### config.mk
export PLATFORM = sky130hd
export DESIGN_NAME = parallel_serial_gen
export DESIGN_NICKNAME = d
export VERILOG_FILES = /design/src/rtl/parallel_serial_gen.sv
export SDC_FILE = /design/constraint.sdc
export NUM_CORES = 1
export LEC_CHECK = 0
export CORE_UTILIZATION = 30
export DETAILED_ROUTE_END_ITERATION = 6
export HOLD_SLACK_MARGIN = 0.08
export SLEW_MARGIN = 20
export SYNTH_ARGS = -nofsm -noshare
export SYNTH_HDL_FRONTEND = slang
export SYNTH_SLANG_ARGS = --single-unit
### constraint.sdc
create_clock -name clk_32f -period 1.8 [get_ports clk_32f]
set_input_delay 0.27 -clock clk_32f [delete_from_list [all_inputs] [get_ports clk_32f]]
set_output_delay 0.27 -clock clk_32f [all_outputs]
set_load 0.01 [all_outputs]
### src/rtl/parallel_serial_gen.sv
// parallel_serial_gen
//   PHY-TX serializer. WIDTH-bit parallel words enter through a valid/ready
//   handshake into a one-word holding buffer. They are shifted out one bit per
//   clk_32f cycle. Whenever no word is pending at a slot boundary, the
//   IDLE_WORD comma is sent instead. After reset, SYNC_WORDS idle words are
//   sent before any input is accepted.
//
// Ports
//   clk_32f     in   serial bit clock, rising edge
//   reset       in   asynchronous active-low reset
//   valid_in    in   Data_in holds a word to send
//   Data_in     in   [WIDTH-1:0] parallel word
//   ready_out   out  block accepts a word this cycle (decoded from registers)
//   Data_out    out  serial bit, registered
//   active_out  out  registered, 1 while Data_out carries a data-word bit
//   word_start  out  registered, 1 on the first bit of every word slot
//
// Handshake: a word transfers on a rising edge where valid_in && ready_out.
// While ready_out is low, valid_in is ignored and the source must hold
// Data_in stable until ready_out is high.
module parallel_serial_gen #(
  parameter int unsigned             WIDTH      = 8,
  parameter logic [WIDTH-1:0]        IDLE_WORD  = 8'hBC,
  parameter bit                      MSB_FIRST  = 1'b1,
  parameter int unsigned             SYNC_WORDS = 4
) (
  input  logic             clk_32f,
  input  logic             reset,
  input  logic             valid_in,
  input  logic [WIDTH-1:0] Data_in,
  output logic             ready_out,
  output logic             Data_out,
  output logic             active_out,
  output logic             word_start
);

  localparam int unsigned CW = $clog2(WIDTH);
  localparam int unsigned SW = $clog2(SYNC_WORDS + 1);

  typedef enum logic {
    S_SYNC = 1'b0,
    S_RUN  = 1'b1
  } state_t;

  state_t           state;
  state_t           state_nxt;

  logic [WIDTH-1:0] cur;
  logic [CW-1:0]    cnt;
  logic [WIDTH-1:0] buf_q;
  logic             buf_full;
  logic             cur_is_data;
  logic [SW-1:0]    sync_cnt;

  logic             boundary;
  logic             sync_done;
  logic             take;
  logic             load_data;
  logic [CW-1:0]    idx;

  // The edge that finishes the last bit of a slot also reloads cur.
  assign boundary  = (cnt == CW'(WIDTH - 1));
  // Compared against the post-increment value: the boundary that completes
  // idle word SYNC_WORDS-1 switches to RUN, so the word it loads is the last
  // preamble word.
  assign sync_done = ((sync_cnt + SW'(1)) == SW'(SYNC_WORDS));
  assign take      = valid_in && ready_out;
  // Uses the buffer flag before the edge: a word taken on the boundary edge
  // itself waits for the next slot.
  assign load_data = boundary && (state == S_RUN) && buf_full;

  always_comb begin
    idx = cnt;
    if (MSB_FIRST) idx = CW'(WIDTH - 1) - cnt;
  end

  // FSM: state register
  always_ff @(posedge clk_32f or negedge reset) begin
    if (!reset) state <= S_SYNC;
    else        state <= state_nxt;
  end

  // FSM: next state (RUN is absorbing until reset)
  always_comb begin
    state_nxt = state;
    if ((state == S_SYNC) && boundary && sync_done) state_nxt = S_RUN;
  end

  // FSM: outputs
  always_comb begin
    ready_out = 1'b0;
    if ((state == S_RUN) && !buf_full) ready_out = 1'b1;
  end

  // Shifter, slot sequencing, hold buffer and preamble counter
  always_ff @(posedge clk_32f or negedge reset) begin
    if (!reset) begin
      Data_out    <= 1'b0;
      active_out  <= 1'b0;
      word_start  <= 1'b0;
      cnt         <= '0;
      cur         <= IDLE_WORD;
      cur_is_data <= 1'b0;
      buf_q       <= '0;
      buf_full    <= 1'b0;
      sync_cnt    <= SW'(1);
    end else begin
      Data_out   <= cur[idx];
      word_start <= (cnt == '0);
      active_out <= cur_is_data;
      cnt        <= boundary ? '0 : cnt + CW'(1);

      if (boundary) begin
        if (load_data) begin
          cur         <= buf_q;
          cur_is_data <= 1'b1;
          buf_full    <= 1'b0;
        end else begin
          cur         <= IDLE_WORD;
          cur_is_data <= 1'b0;
        end
        if (state == S_SYNC) sync_cnt <= sync_cnt + SW'(1);
      end

      // take needs !buf_full and load_data needs buf_full, so they never
      // coincide.
      if (take) begin
        buf_q    <= Data_in;
        buf_full <= 1'b1;
      end
    end
  end

endmodule

== Word level (Yosys, flattened, before mapping) ==
Cells that the tools add are included.

* Add/subtract/negate cells: 3
* $lt $le $gt $ge: 1
* Equality and inequality tests: 2
* Multiplexer cells: 9
* Bitwise operators: 1
* Reductions and logical operators: 12

{| class="wikitable"
|+ Operators with widths
! cell !! count
|-
| $mux 8 || 1
|-
| $add 3x1->3 const B || 2
|-
| $eq 3x3->1 const B || 2
|-
| $logic_and 1x1->1 || 6
|-
| $mux 1 || 6
|-
| $lt 3x4->1 const B || 1
|-
| $reduce_and 2->1 || 2
|-
| $reduce_bool 2->1 || 2
|-
| $bmux 1 s3 || 1
|-
| $logic_not 3->1 || 1
|-
| $mux 3 || 1
|-
| $sub 3x3->3 const A || 1
|-
| $logic_not 1->1 || 1
|-
| $not 1->1 || 1
|}

* Flip-flop bits (word level): 28

== Depth between registers and ports, before layout ==
* Depth after elaboration: 6
* Depth in mapped cells: 5
* Mapped depth without buffers: 4

== Worst setup path before layout ==
OpenSTA, ideal clock, no wires.

* Path type: register to register
* From: register cnt[0]
* To: register cur[0]
* Library setup time: 0.121 ns
* Data arrival time: 1.384 ns
* Data required time: 1.679 ns
* Slack: 0.295 ns
* Stages on the path, launching flop included: 6
* Path buffers: 1
* Clock period less this slack: 1.505 ns
* Path through: dfrtp_1 ha_1 ha_1 clkbuf_1 and3_1 a22o_1

* Cells in the longest elaborated chain, start to end: 4

{| class="wikitable"
|+ Ends and longest elaborated chain
! element !! line !! text
|-
| start: declaration || 49 || <nowiki>logic [CW-1:0] cnt;</nowiki>
|-
| start signal: assignment || 111 || <nowiki>cnt <= boundary ? '0 : cnt + CW'(1);</nowiki>
|-
| $eq 3x3->1 (*) || 62 || <nowiki>assign boundary = (cnt == CW'(WIDTH - 1));</nowiki>
|-
| $logic_and 1x1->1 (2 in a row) || 70 || <nowiki>assign load_data = boundary && (state == S_RUN) && buf_full;</nowiki>
|-
| $mux 8 || 114 || <nowiki>if (load_data) begin</nowiki>
|-
| end signal: assignment || 115 || <nowiki>cur <= buf_q;</nowiki>
|-
| end: declaration || 48 || <nowiki>logic [WIDTH-1:0] cur;</nowiki>
|}

Mark *: on every way between the ends. The rest lies on a longest branch, timed or not.
A chain may end at the register's enable or synchronous reset.

== Worst setup path after layout ==
* From: register state
* To: output port ready_out

* Cells in the longest elaborated chain, start to end: 2

{| class="wikitable"
|+ Ends and longest elaborated chain
! element !! line !! text
|-
| start: declaration || 45 || <nowiki>state_t state;</nowiki>
|-
| start signal: assignment || 80 || <nowiki>else state <= state_nxt;</nowiki>
|-
| $logic_and 1x1->1 || 92 || <nowiki>if ((state == S_RUN) && !buf_full) ready_out = 1'b1;</nowiki>
|-
| $mux 1 || 92 ||
|-
| end: declaration || 31 || <nowiki>output logic ready_out,</nowiki>
|}

Every way passes these cells.

==> flow_metrics.env <==
export IMPL_drt_initial_drc_count=7
export IMPL_hold_class="in2async"
export IMPL_gp_congestion=0.766
export IMPL_critPathLaunchType="flop"
export IMPL_n_antenna_cell=0
export IMPL_synth_warnings=0
export IMPL_worst_slew_pin_slew_ns=0.417
export IMPL_setup_violations=0
export IMPL_arrival_ns=1.42
export IMPL_grt_pass1_vias=595
export IMPL_yosysUniqueCellTypes=18
export IMPL_post_dp_hpwl_mm=1.25
export IMPL_antenna_found_initial=0
export IMPL_worst_skew_pair_late_latency_ns=0.26
export IMPL_final_common_cell="dfrtp_1"
export IMPL_p_per_area_nw_per_um2=897
export IMPL_path_clk_slew_ns=0.09
export IMPL_grt_max_degree=29
export IMPL_postCtsHoldBufs=0
export IMPL_grt_usage=0.0945
export IMPL_chipHeight_um=62.8
export IMPL_cap_violations=0
export IMPL_cp_end_kind="output pin"
export IMPL_leakage_uw=0.000597
export IMPL_cts_buffers=3
export IMPL_post_route_period_util=0.937
export IMPL_io_buffers=14
export IMPL_fin_area_um2=1370
export IMPL_wl_met1_um=784
export IMPL_final_cell_mix="22 x dfrtp_1, 14 x clkdlybuf4s50_1, 10 x mux2_2, 6 x dfstp_2"
export IMPL_fin_skew_ns=0.00233
export IMPL_fin_setup_tns_ns=0
export IMPL_rsz0062_at_grt="no"
export IMPL_final_nets=106
export IMPL_min_period_ns=1.69
export IMPL_via_count=613
export IMPL_grt_overflow_total=0
export IMPL_coreArea_um2=3440
export IMPL_start_util=0.322
export IMPL_post_drt_via_cell_ratio=4.54
export IMPL_crit_family="buffers and inverters"
export IMPL_drc=0
export IMPL_avgSynthCellArea_um2=15.6
export IMPL_die_w_um=62.8
export IMPL_cts_tree="yes"
export IMPL_slew_headroom=0.721
export IMPL_post_cts_buffers=0
export IMPL_place_area_um2=1310
export IMPL_critical_path_slowest_cell="clkdlybuf4s50_1"
export IMPL_met2_length_um=787
export IMPL_wl_met3_um=77
export IMPL_io_pins=15
export IMPL_fin_util=0.397
export IMPL_worstSetupPathType="reg2out"
export IMPL_synthCells=71
export IMPL_synth_net_count=87
export IMPL_cts_sinks=28
export IMPL_irDropWorstVdd_mv=0.420
export IMPL_dr_pass1_iters=4
export IMPL_h_tree_depth=1
export IMPL_synth_seq_cells=28
export IMPL_routed_wl_mm=1.68
export IMPL_synth_area_um2=1110
export IMPL_ctsResizeCount=0
export IMPL_cp_max_fo=7
export IMPL_rows=21
export IMPL_cpPeakStageDelay_ns=0.54
export IMPL_ys_seq_area_frac=0.638
export IMPL_clockRootBuffer="clkbuf_8"
export IMPL_path_cells="nor2b_1, clkdlybuf4s50_1"
export IMPL_grt_first_pass_wirelength_mm=2.77
export IMPL_design_die_area_um2=3950
export IMPL_antenna_left=0
export IMPL_outcome="complete, no violations"
export IMPL_hold_viol=0
export IMPL_wl_per_cell_um=12.4
export IMPL_cp_required_ns=1.53
export IMPL_max_freq_mhz=593
export IMPL_maxSlewViolCount=0
export IMPL_drive_gt1_frac=0.236
export IMPL_clockBufferDepth=2
export IMPL_dr_max_layer_used="met4"
export IMPL_synthToLayoutAreaGrowth_pct=23.1
export IMPL_worst_path_buf_inv=1
-- power breakdown --
part	switching [uW]	leakage [uW]	internal [uW]	total (uW)
registers	30.4	0.000312	697	727
clock network	181	0.0000288	195	376
logic	37.1	0.000256	84.8	122
total	249	0.000597	977	1230
-- final cells by class --
type	instances	area, um^2
inverter	4	15.0
multi-input combinational	38	383
fill	320	2080
sequential	28	708
clock buffer	4	55.1
timing repair buffer	15	148
tap	46	57.6
-- cell usage after synthesis --
master,number,area [um^2]
dfrtp_1,22,551
clkbuf_1,1,3.75
nor2_1,2,7.51
a22o_1,3,26.3
mux2i_1,1,10.0
nand3b_1,2,15.0
a21oi_1,1,5.00
o22a_1,5,43.8
xnor2_1,1,8.76
dfstp_2,6,158
inv_1,4,15.0
ha_1,5,62.6
nor2b_1,2,12.5
nand3_1,1,5.00
a21o_1,2,15.0
mux2_2,10,113
and3_1,1,6.26
mux4_1,2,52.6
-- per-layer routing --
layer / up-vias / track usage
met5: - / 0
met4: 0 / 0.0523
met3: 2 / 0.0292
met2: 18 / 0.141
met1: 301 / 0.121
li1: 292 / -
-- worst register-to-register path, cell delays in order, from the launching register on --
cell	delay [ns]
dfrtp_1	0.44
ha_1	0.24
ha_1	0.30
and3_1	0.28
a22o_1	0.20
-- logic make-up after synthesis --
kind of cell | synth area share
muxes | 0.158
DFF | 0.638
adders and majority gates | 0.0564
xor gates and xnor gates | 0.00789
and+or+nand+nor | 0.0417
buffers and inverters | 0.0169
AOI/OAI and AO/OA | 0.0812
-- sequential cells by signal, indices dropped and copies added, names as in the netlist --
name         cells
Data_out         1
active_out       1
buf_full         1
buf_q            8
cnt              3
cur              8
cur_is_data      1
state            1
sync_cnt         3
word_start       1
-- worst paths after layout --
check	end	depth (start not counted)	start	slack, ns
setup / recovery	ready_out	2	state$_DFFE_PN0P_	0.11
hold / removal	sync_cnt[2]$_DFFE_PN0P_	2	reset	0.37
setup reg to reg	cur[0]$_DFFE_PN0N_	4	cnt[0]$_DFF_PN0_	0.23
hold reg to reg	active_out$_DFF_PN0_	0	cur_is_data$_DFFE_PN0N_	0.38
max in group asynchronous	cur[4]$_DFFE_PN1N_	2	reset	1.13
min in group clk_32f	active_out$_DFF_PN0_	0	cur_is_data$_DFFE_PN0N_	0.38
-- through the flow --
stage / hold slack [ns] / instances / power [uW] / worst slack [ns]
floorplan: -0.0256 / 71 / 799 / 0.295
global placement: 0.373 / 131 / 860 / 0.217
detailed placement: 0.371 / 131 / 865 / 0.211
CTS: 0.384 / 135 / 1240 / 0.110
global route: 0.383 / 135 / 1290 / 0.0494
finish: 0.373 / 135 / 1230 / 0.113
Power figures use the tool's default switching activity.
